`src/rtl/video_timing_ctrl.sv`:
```
// rtl/video_timing_ctrl.sv - raster timing generator with frame-aligned pattern scheduling
// Optional feature macro: RGB_PATTERN_AUTOCYCLE_EN (advance the pattern every FRAMES_PER_PATTERN frames)
module video_timing_ctrl #(
    parameter int H_ACTIVE           = 800,
    parameter int H_FP               = 40,
    parameter int H_SYNC             = 128,
    parameter int H_BP               = 88,
    parameter int V_ACTIVE           = 600,
    parameter int V_FP               = 1,
    parameter int V_SYNC             = 4,
    parameter int V_BP               = 23,
    parameter bit SYNC_POL           = 1'b1,
    parameter int FRAMES_PER_PATTERN = 60
) (
    input  logic        i_clk,
    input  logic        i_rst_n,
    input  logic        i_enable,
    input  logic [2:0]  i_pattern_sel,
    input  logic        i_pattern_load,
    output logic        o_hsync,
    output logic        o_vsync,
    output logic        o_blank,
    output logic [10:0] o_pos_x,
    output logic [10:0] o_pos_y,
    output logic        o_frame_start,
    output logic [2:0]  o_pattern_idx,
    output logic        o_running
);

    localparam int H_TOTAL = H_ACTIVE + H_FP + H_SYNC + H_BP;
    localparam int V_TOTAL = V_ACTIVE + V_FP + V_SYNC + V_BP;

    localparam logic [10:0] H_ACT  = 11'(H_ACTIVE);
    localparam logic [10:0] V_ACT  = 11'(V_ACTIVE);
    localparam logic [10:0] HS_BEG = 11'(H_ACTIVE + H_FP);
    localparam logic [10:0] HS_END = 11'(H_ACTIVE + H_FP + H_SYNC);
    localparam logic [10:0] VS_BEG = 11'(V_ACTIVE + V_FP);
    localparam logic [10:0] VS_END = 11'(V_ACTIVE + V_FP + V_SYNC);
    localparam logic [10:0] H_LST  = 11'(H_TOTAL - 1);
    localparam logic [10:0] V_LST  = 11'(V_TOTAL - 1);

    typedef enum logic [1:0] {
        IDLE      = 2'd0,
        RUN       = 2'd1,
        STOP_PEND = 2'd2
    } state_t;

    state_t      state_q, state_d;
    logic [10:0] h_cnt_q, h_cnt_d;
    logic [10:0] v_cnt_q, v_cnt_d;
    logic [2:0]  shadow_q, shadow_d;
    logic        load_pend_q, load_pend_d;
    logic [2:0]  pattern_q, pattern_d;

    logic        hsync_q, hsync_d;
    logic        vsync_q, vsync_d;
    logic        blank_q, blank_d;
    logic [10:0] pos_x_q, pos_x_d;
    logic [10:0] pos_y_q, pos_y_d;
    logic        frame_start_q, frame_start_d;
    logic        running_q, running_d;

    logic counting;
    logic h_last;
    logic v_last;
    logic frame_last;
    logic frame_first;
    logic active;
    logic hs_on;
    logic vs_on;

    assign counting    = (state_q != IDLE);
    assign h_last      = (h_cnt_q == H_LST);
    assign v_last      = (v_cnt_q == V_LST);
    assign frame_last  = counting && h_last && v_last;
    assign frame_first = counting && (h_cnt_q == 11'd0) && (v_cnt_q == 11'd0);
    assign active      = (h_cnt_q < H_ACT) && (v_cnt_q < V_ACT);
    assign hs_on       = (h_cnt_q >= HS_BEG) && (h_cnt_q < HS_END);
    assign vs_on       = (v_cnt_q >= VS_BEG) && (v_cnt_q < VS_END);

    // Enable is re-sampled every cycle, so dropping it only matters if it is still low at the last pixel.
    always_comb begin
        state_d = state_q;
        case (state_q)
            IDLE: begin
                if (i_enable) state_d = RUN;
            end
            RUN, STOP_PEND: begin
                if (i_enable)        state_d = RUN;
                else if (frame_last) state_d = IDLE;
                else                 state_d = STOP_PEND;
            end
            default: state_d = IDLE;
        endcase
    end

    always_comb begin
        h_cnt_d = '0;
        v_cnt_d = '0;
        if (counting) begin
            h_cnt_d = h_last ? 11'd0 : h_cnt_q + 11'd1;
            v_cnt_d = v_cnt_q;
            if (h_last) v_cnt_d = v_last ? 11'd0 : v_cnt_q + 11'd1;
        end
    end

    always_comb begin
        hsync_d       = ~SYNC_POL;
        vsync_d       = ~SYNC_POL;
        blank_d       = 1'b1;
        pos_x_d       = '0;
        pos_y_d       = '0;
        frame_start_d = 1'b0;
        running_d     = 1'b0;
        if (counting) begin
            hsync_d       = hs_on ? SYNC_POL : ~SYNC_POL;
            vsync_d       = vs_on ? SYNC_POL : ~SYNC_POL;
            blank_d       = ~active;
            pos_x_d       = active ? h_cnt_q : 11'd0;
            pos_y_d       = active ? v_cnt_q : 11'd0;
            frame_start_d = frame_first;
            running_d     = 1'b1;
        end
    end

`ifdef RGB_PATTERN_AUTOCYCLE_EN
    localparam int FCNT_W = $clog2(FRAMES_PER_PATTERN + 1);
    localparam logic [FCNT_W-1:0] FPP_W = FCNT_W'(FRAMES_PER_PATTERN);

    logic [FCNT_W-1:0] fcnt_q, fcnt_d;

    // Counts completed frames; cleared whenever the pattern changes at a frame start.
    always_comb begin
        fcnt_d = fcnt_q;
        if (!counting) begin
            fcnt_d = '0;
        end else if (frame_first && (load_pend_q || (fcnt_q == FPP_W))) begin
            fcnt_d = '0;
        end else if (frame_last) begin
            fcnt_d = fcnt_q + FCNT_W'(1);
        end
    end

    always_ff @(posedge i_clk or negedge i_rst_n) begin
        if (!i_rst_n) fcnt_q <= '0;
        else          fcnt_q <= fcnt_d;
    end
`else
    logic unused_fpp;
    assign unused_fpp = ^FRAMES_PER_PATTERN;
`endif

    // The pending flag is tested before this cycle's load, so a load coinciding with a frame start waits a frame.
    always_comb begin
        shadow_d    = shadow_q;
        load_pend_d = load_pend_q;
        pattern_d   = pattern_q;
        if (frame_first && load_pend_q) begin
            pattern_d   = shadow_q;
            load_pend_d = 1'b0;
        end
`ifdef RGB_PATTERN_AUTOCYCLE_EN
        else if (frame_first && (fcnt_q == FPP_W)) begin
            pattern_d = pattern_q + 3'd1;
        end
`endif
        if (i_pattern_load) begin
            shadow_d    = i_pattern_sel;
            load_pend_d = 1'b1;
        end
    end

    always_ff @(posedge i_clk or negedge i_rst_n) begin
        if (!i_rst_n) begin
            state_q       <= IDLE;
            h_cnt_q       <= '0;
            v_cnt_q       <= '0;
            shadow_q      <= '0;
            load_pend_q   <= 1'b0;
            pattern_q     <= '0;
            hsync_q       <= ~SYNC_POL;
            vsync_q       <= ~SYNC_POL;
            blank_q       <= 1'b1;
            pos_x_q       <= '0;
            pos_y_q       <= '0;
            frame_start_q <= 1'b0;
            running_q     <= 1'b0;
        end else begin
            state_q       <= state_d;
            h_cnt_q       <= h_cnt_d;
            v_cnt_q       <= v_cnt_d;
            shadow_q      <= shadow_d;
            load_pend_q   <= load_pend_d;
            pattern_q     <= pattern_d;
            hsync_q       <= hsync_d;
            vsync_q       <= vsync_d;
            blank_q       <= blank_d;
            pos_x_q       <= pos_x_d;
            pos_y_q       <= pos_y_d;
            frame_start_q <= frame_start_d;
            running_q     <= running_d;
        end
    end

    assign o_hsync       = hsync_q;
    assign o_vsync       = vsync_q;
    assign o_blank       = blank_q;
    assign o_pos_x       = pos_x_q;
    assign o_pos_y       = pos_y_q;
    assign o_frame_start = frame_start_q;
    assign o_pattern_idx = pattern_q;
    assign o_running     = running_q;

endmodule

```
`config.mk`:
```
export PLATFORM = sky130hd
export DESIGN_NAME = video_timing_ctrl
export DESIGN_NICKNAME = d
export VERILOG_FILES = /design/src/rtl/video_timing_ctrl.sv
export SDC_FILE = /design/constraint.sdc
export NUM_CORES = 1
export LEC_CHECK = 0
export ABC_CLOCK_PERIOD_IN_PS = 2900
export BUFFER_PORTS_ARGS = -buffer_cell sky130_fd_sc_hd__buf_2
export CAP_MARGIN = 5
export CORE_ASPECT_RATIO = 0.5
export CORE_MARGIN = 3
export CORE_UTILIZATION = 30
export CTS_CLUSTER_DIAMETER = 80
export DETAILED_ROUTE_END_ITERATION = 6
export PLACE_DENSITY = 0.49
export SYNTH_ARGS = -nofsm -noshare
export SYNTH_HDL_FRONTEND = slang
export SYNTH_SLANG_ARGS = --single-unit
```
`constraint.sdc`:
```
create_clock -name i_clk -period 2.9 [get_ports i_clk]
set_input_delay 0.145 -clock i_clk [delete_from_list [all_inputs] [get_ports i_clk]]
set_output_delay 0.145 -clock i_clk [all_outputs]
set_load 0.01 [all_outputs]
```
# Yosys cells after proc, flatten, opt, wreduce, memory -nomap -nowiden
# Cells that the tools add are included.
# Widths: inputs -> output; s select.
[word_totals]
reg_bits = 58
input_bits = 7
out_inout_bits = 30
[classes]
add_sub_neg = 2
magnitude_cmp = 6
n_eq_ne = 6
mux = 22
n_bitwise = 1
n_reduce_logical = 14
[ops]
columns = ["cell", "n"]
rows = [
  ["$mux 11", 9],
  ["$lt 11x10->1 const B", 4],
  ["$add 11x1->11 const B", 2],
  ["$ge 11x10->1 const B", 2],
  ["$logic_not 11->1", 2],
  ["$eq 11x10->1 const B", 1],
  ["$eq 11x11->1 const B", 1],
  ["$mux 1", 9],
  ["$logic_and 1x1->1", 8],
  ["$mux 2", 3],
  ["$pmux 2 s2", 1],
  ["$reduce_bool 2->1", 2],
  ["$eq 2x1->1 const B", 1],
  ["$eq 2x2->1 const B", 1],
  ["$logic_not 2->1", 1],
  ["$ne 2x1->1 const B", 1],
  ["$ne 2x2->1 const B", 1],
  ["$reduce_or 2->1", 1],
  ["$not 1->1", 1],
]

# Logic depth before layout (Yosys ltp)
[logic_depth]
word_depth = 6
depth_mapped = 8

# Worst setup path after synthesis
# Ideal clock, no wire load.
[synth_timing]
kind = "reg2reg"
startpoint = "register h_cnt_q[7]"
endpoint = "register v_cnt_q[10]"
setup_time_ns = 0.078
arrival_time_ns = 1.954
t_required_ns = 2.822
setup_slack_ns = 0.869
path_stages_with_launch = 7
period_less_slack_ns = 2.031
cell_sequence = "dfrtp_1 buf_6 or4_4 or4_1 buf_2 or2_4 o2bb2ai_1"
[synth_between]
elab_chain_len = 2
[synth_lines]
columns = ["item", "line", "text"]
rows = [
  ["start: declaration", "49", "logic [10:0] h_cnt_q, h_cnt_d;"],
  ["start signal: assignment", "190", "h_cnt_q <= h_cnt_d;"],
  ["$eq 11x11->1", "73", "assign h_last = (h_cnt_q == H_LST);"],
  ["$ne 2x1->1 (no line)", "--", ""],
  ["end signal: assignment", "191", "v_cnt_q <= v_cnt_d;"],
  ["end: declaration", "50", "logic [10:0] v_cnt_q, v_cnt_d;"],
]
# Every way passes these cells.
# A chain may end at the register's enable or synchronous reset.

# Worst setup path after layout
[layout_timing]
startpoint = "register v_cnt_q[2]"
endpoint = "register pattern_q[0] (netlist: o_pattern_idx[0])"
[layout_between]
elab_chain_len = 3
[layout_lines]
columns = ["item", "line", "text"]
rows = [
  ["$logic_not 11->1", "76", "assign frame_first = counting && (h_cnt_q == 11'd0) && (v_cnt_q == 11'd0);"],
  ["$logic_and 1x1->1", "76", ""],
  ["$logic_and 1x1->1", "158", "if (frame_first && load_pend_q) begin"],
  ["end signal: assignment", "194", "pattern_q <= pattern_d;"],
  ["end: declaration", "53", "logic [2:0] pattern_q, pattern_d;"],
]
# Every way passes these cells.

==> metrics.yaml <==
detail-route-antenna-nets: 0
portBuffers: 36
fmax_mhz: 439
cp.arrival_ps: 2490
drv_slew: 0
hold_viol_final: 40
synth_top_family_by_area: "simple AND/OR/NAND/NOR gates"
clkLatencyLatePin_ps: 330
synth.area.mux_share: 0.0332
row_count: 23
finish.instance_area_um2: 3190
fill_cells: 796
synthArstFlopShare: 1.00
synth_edf_count: 0
fin_crit_sh: 0.785
cts_buffers: 9
diodes: 0
leakagePower_nw: 1.54
avgRoutedWirePerCell_um: 13.9
multi_input_area_um2: 1060
hp-class: "input port to async pin"
synth_compound_gate_area_share: 0.0674
setup_violations: 0
die-area_um2: 10000
cts.clk_slew.worst_paths_ps: 50
drtIter0Drc: 142
antenna_found_initial: 0
yosys.area_share.adder: 0.0332
pin_count: 37
synth.avg_cell_area_um2: 10.9
drc: 0
post-route-min-period_ps: 2280
globalplace.congestion: 0.847
hold_ws_ps: -37.3
power.density_nw_per_um2: 759
start_kind: "flop"
status: "finished with violations"
cts-root-buf: "clkbuf_16"
clockBufferDepth: 2
ys_types: 43
rsz0062_at_grt: "no"
synth_warnings: 0
relSlewSlack: 0.351
drive_gt1_frac: 0.241
die_y_um: 72.3
core_area_um2: 8260
grt.total_usage: 0.124
synthXorXnorAreaFrac: 0.0432
grt_pass1_wl_um: 9380
wl_um: 5470
die_w_um: 139
tightest_slew_ps: 973
cts_tree: "done"
fin_skew_ps: 5.43
regArea_um2: 1450
critPathMaxFanout: 12
drv_cap: 0
via_per_inst: 4.62
cts_max_level: 3
failed_checks: "negative hold slack"
end_kind: "flop"
ys_seq_area_frac: 0.551
synth-simple-area-share: 0.223
place_hpwl_um: 3830
syn-cell-area_um2: 2640
grt_max_degree: 44
fin_ws_ps: 623
syn_to_final_growth_pct: 21.1
dr.pass1.iters: 4
ys_ff_latch: 58
critical_path_class: "flop to flop"
synth_ff_type: "dfrtp_1"
grt.overflow.total: 0
setup_tns_ps: 0
dp_slack_ps: 604
syn-instance-count: 241
cp.required_ps: 3120
start_util: 0.319
fin_util: 0.386
dpl-instance-area_um2: 2920
ir_worst_vdd_mv: 0.284
grt_pass1_vias: 1804
vias: 1821
nNetsFinal: 291
cts.sinks: 58
placed cells by master (no fill, tap or decap), types with 2 or more instances in the layout:
master | netlist | routed
clkinv_2 | 0 | 3
nand2b_1 | 3 | 3
nand2_1 | 11 | 11
clkbuf_1 | 13 | 3
dfrtp_1 | 57 | 57
mux2_2 | 6 | 6
o21ai_0 | 4 | 4
and2_1 | 21 | 21
or3_1 | 4 | 4
and4_1 | 2 | 2
mux2i_1 | 2 | 2
xor2_1 | 3 | 3
a211oi_1 | 4 | 4
ha_1 | 7 | 7
nor3b_1 | 2 | 2
or4_1 | 2 | 2
conb_1 | 1 | 2
nor4b_1 | 3 | 3
nand3_1 | 9 | 9
buf_4 | 0 | 4
nand4_1 | 4 | 4
nor3_1 | 7 | 7
nor4_1 | 6 | 6
nor2_1 | 15 | 15
inv_1 | 14 | 14
a21o_1 | 4 | 4
buf_2 | 2 | 36
or2_2 | 3 | 3
o2bb2ai_1 | 4 | 4
clkbuf_16 | 0 | 9
a211o_1 | 4 | 4
xnor2_1 | 10 | 10
worst max-delay path, cell delays in order (launching register included):
cell and delay [ps]:
dfrtp_1 500, or4_1 620, nor4_1 460, nand3_1 250
mux2_2 330
layout make-up:
cell class	count	share of cell area
Multi-Input combinational cell	153	0.332
Clock inverter	3	0.00470
Sequential cell	58	0.455
Timing Repair Buffer	41	0.0690
Clock buffer	13	0.0784
Inverter	14	0.0165
Tap cell	112	0.0439
metal layers:
layer / global-route usage / vias up / share of wire
li1: - / 896 / -
met1: 0.163 / 862 / 0.50
met2: 0.167 / 50 / 0.41
met3: 0.0665 / 13 / 0.071
met4: 0.0570 / 0 / 0.018
met5: 0 / - / 0
what timing repair did:
item                                    in CTS  in global routing
gates resized for setup                      0                  0
endpoints found under the hold margin        1                  0
endpoints found under the setup margin       0                  0
hold buffers                                 1                  0
setup buffers                                0                  0
cells in the mapped netlist (2+ instances only):
master,count,area (µm²)
nor4b_1,3,26.3
xnor2_1,10,87.6
or3_1,4,25.0
nor2_1,15,56.3
o2bb2ai_1,4,35.0
nand2b_1,3,18.8
and2_1,21,131
mux2_2,6,67.6
mux2i_1,2,20.0
nand2_1,11,41.3
ha_1,7,87.6
a211o_1,4,35.0
a21o_1,4,30.0
nand4_1,4,25.0
nor3b_1,2,15.0
nor4_1,6,37.5
a211oi_1,4,30.0
buf_2,2,10.0
or4_1,2,15.0
inv_1,14,52.6
or2_2,3,18.8
dfrtp_1,57,1430
xor2_1,3,26.3
clkbuf_1,13,48.8
nor3_1,7,35.0
nand3_1,9,45.0
o21ai_0,4,20.0
and4_1,2,17.5
sequential cells by signal (all words and copies together), names as in the netlist:
name / flops
o_pattern_idx: 3
h_cnt_q: 11
load_pend_q: 1
v_cnt_q: 11
shadow_q: 3
o_vsync: 1
state_q: 2
o_frame_start: 1
o_running: 1
o_blank: 1
o_pos_y: 11
o_hsync: 1
o_pos_x: 11
where the power goes:
group	switching (mW)	internal [mW]	total, mW
Combinational	0.295	0.208	0.503
Clock	0.346	0.595	0.941
Sequential	0.0626	0.917	0.980
Total	0.703	1.72	2.42
through the flow:
| step | total power, mW | std cells |
|---|---|---|
| 3_5_place_dp | 1.51 | 377 |
| 3_3_place_gp | 1.51 | 377 |
| 5_1_grt | 2.59 | 394 |
| 2_1_floorplan | 1.32 | 242 |
| 4_1_cts | 2.47 | 394 |
| 6_report | 2.42 | 394 |
path summary, 6_finish.rpt:
kind | start | to | slack, ps | cells past startpoint
worst max-delay path | v_cnt_q[2] | o_pattern_idx[0] | 620 | 4
worst max register to register | v_cnt_q[2] | o_pattern_idx[0] | 620 | 4
max in group asynchronous | i_rst_n | shadow_q[1] | 2230 | 2
worst min-delay path | i_rst_n | v_cnt_q[3] | -40 | 1
min in group i_clk | i_pattern_sel[1] | shadow_q[1] | 40 | 2
worst min register to register | shadow_q[0] | shadow_q[0] | 500 | 1
cells by family after synthesis:
kind of cell	count (synthesis)
adders and majority gates	7
AOI/OAI and AO/OA	24
other	1
buffers and inverters	31
muxes	8
and+or+nand+nor	99
DFF	58
xor gates and xnor gates	13
Power figures use the tool's default switching activity.
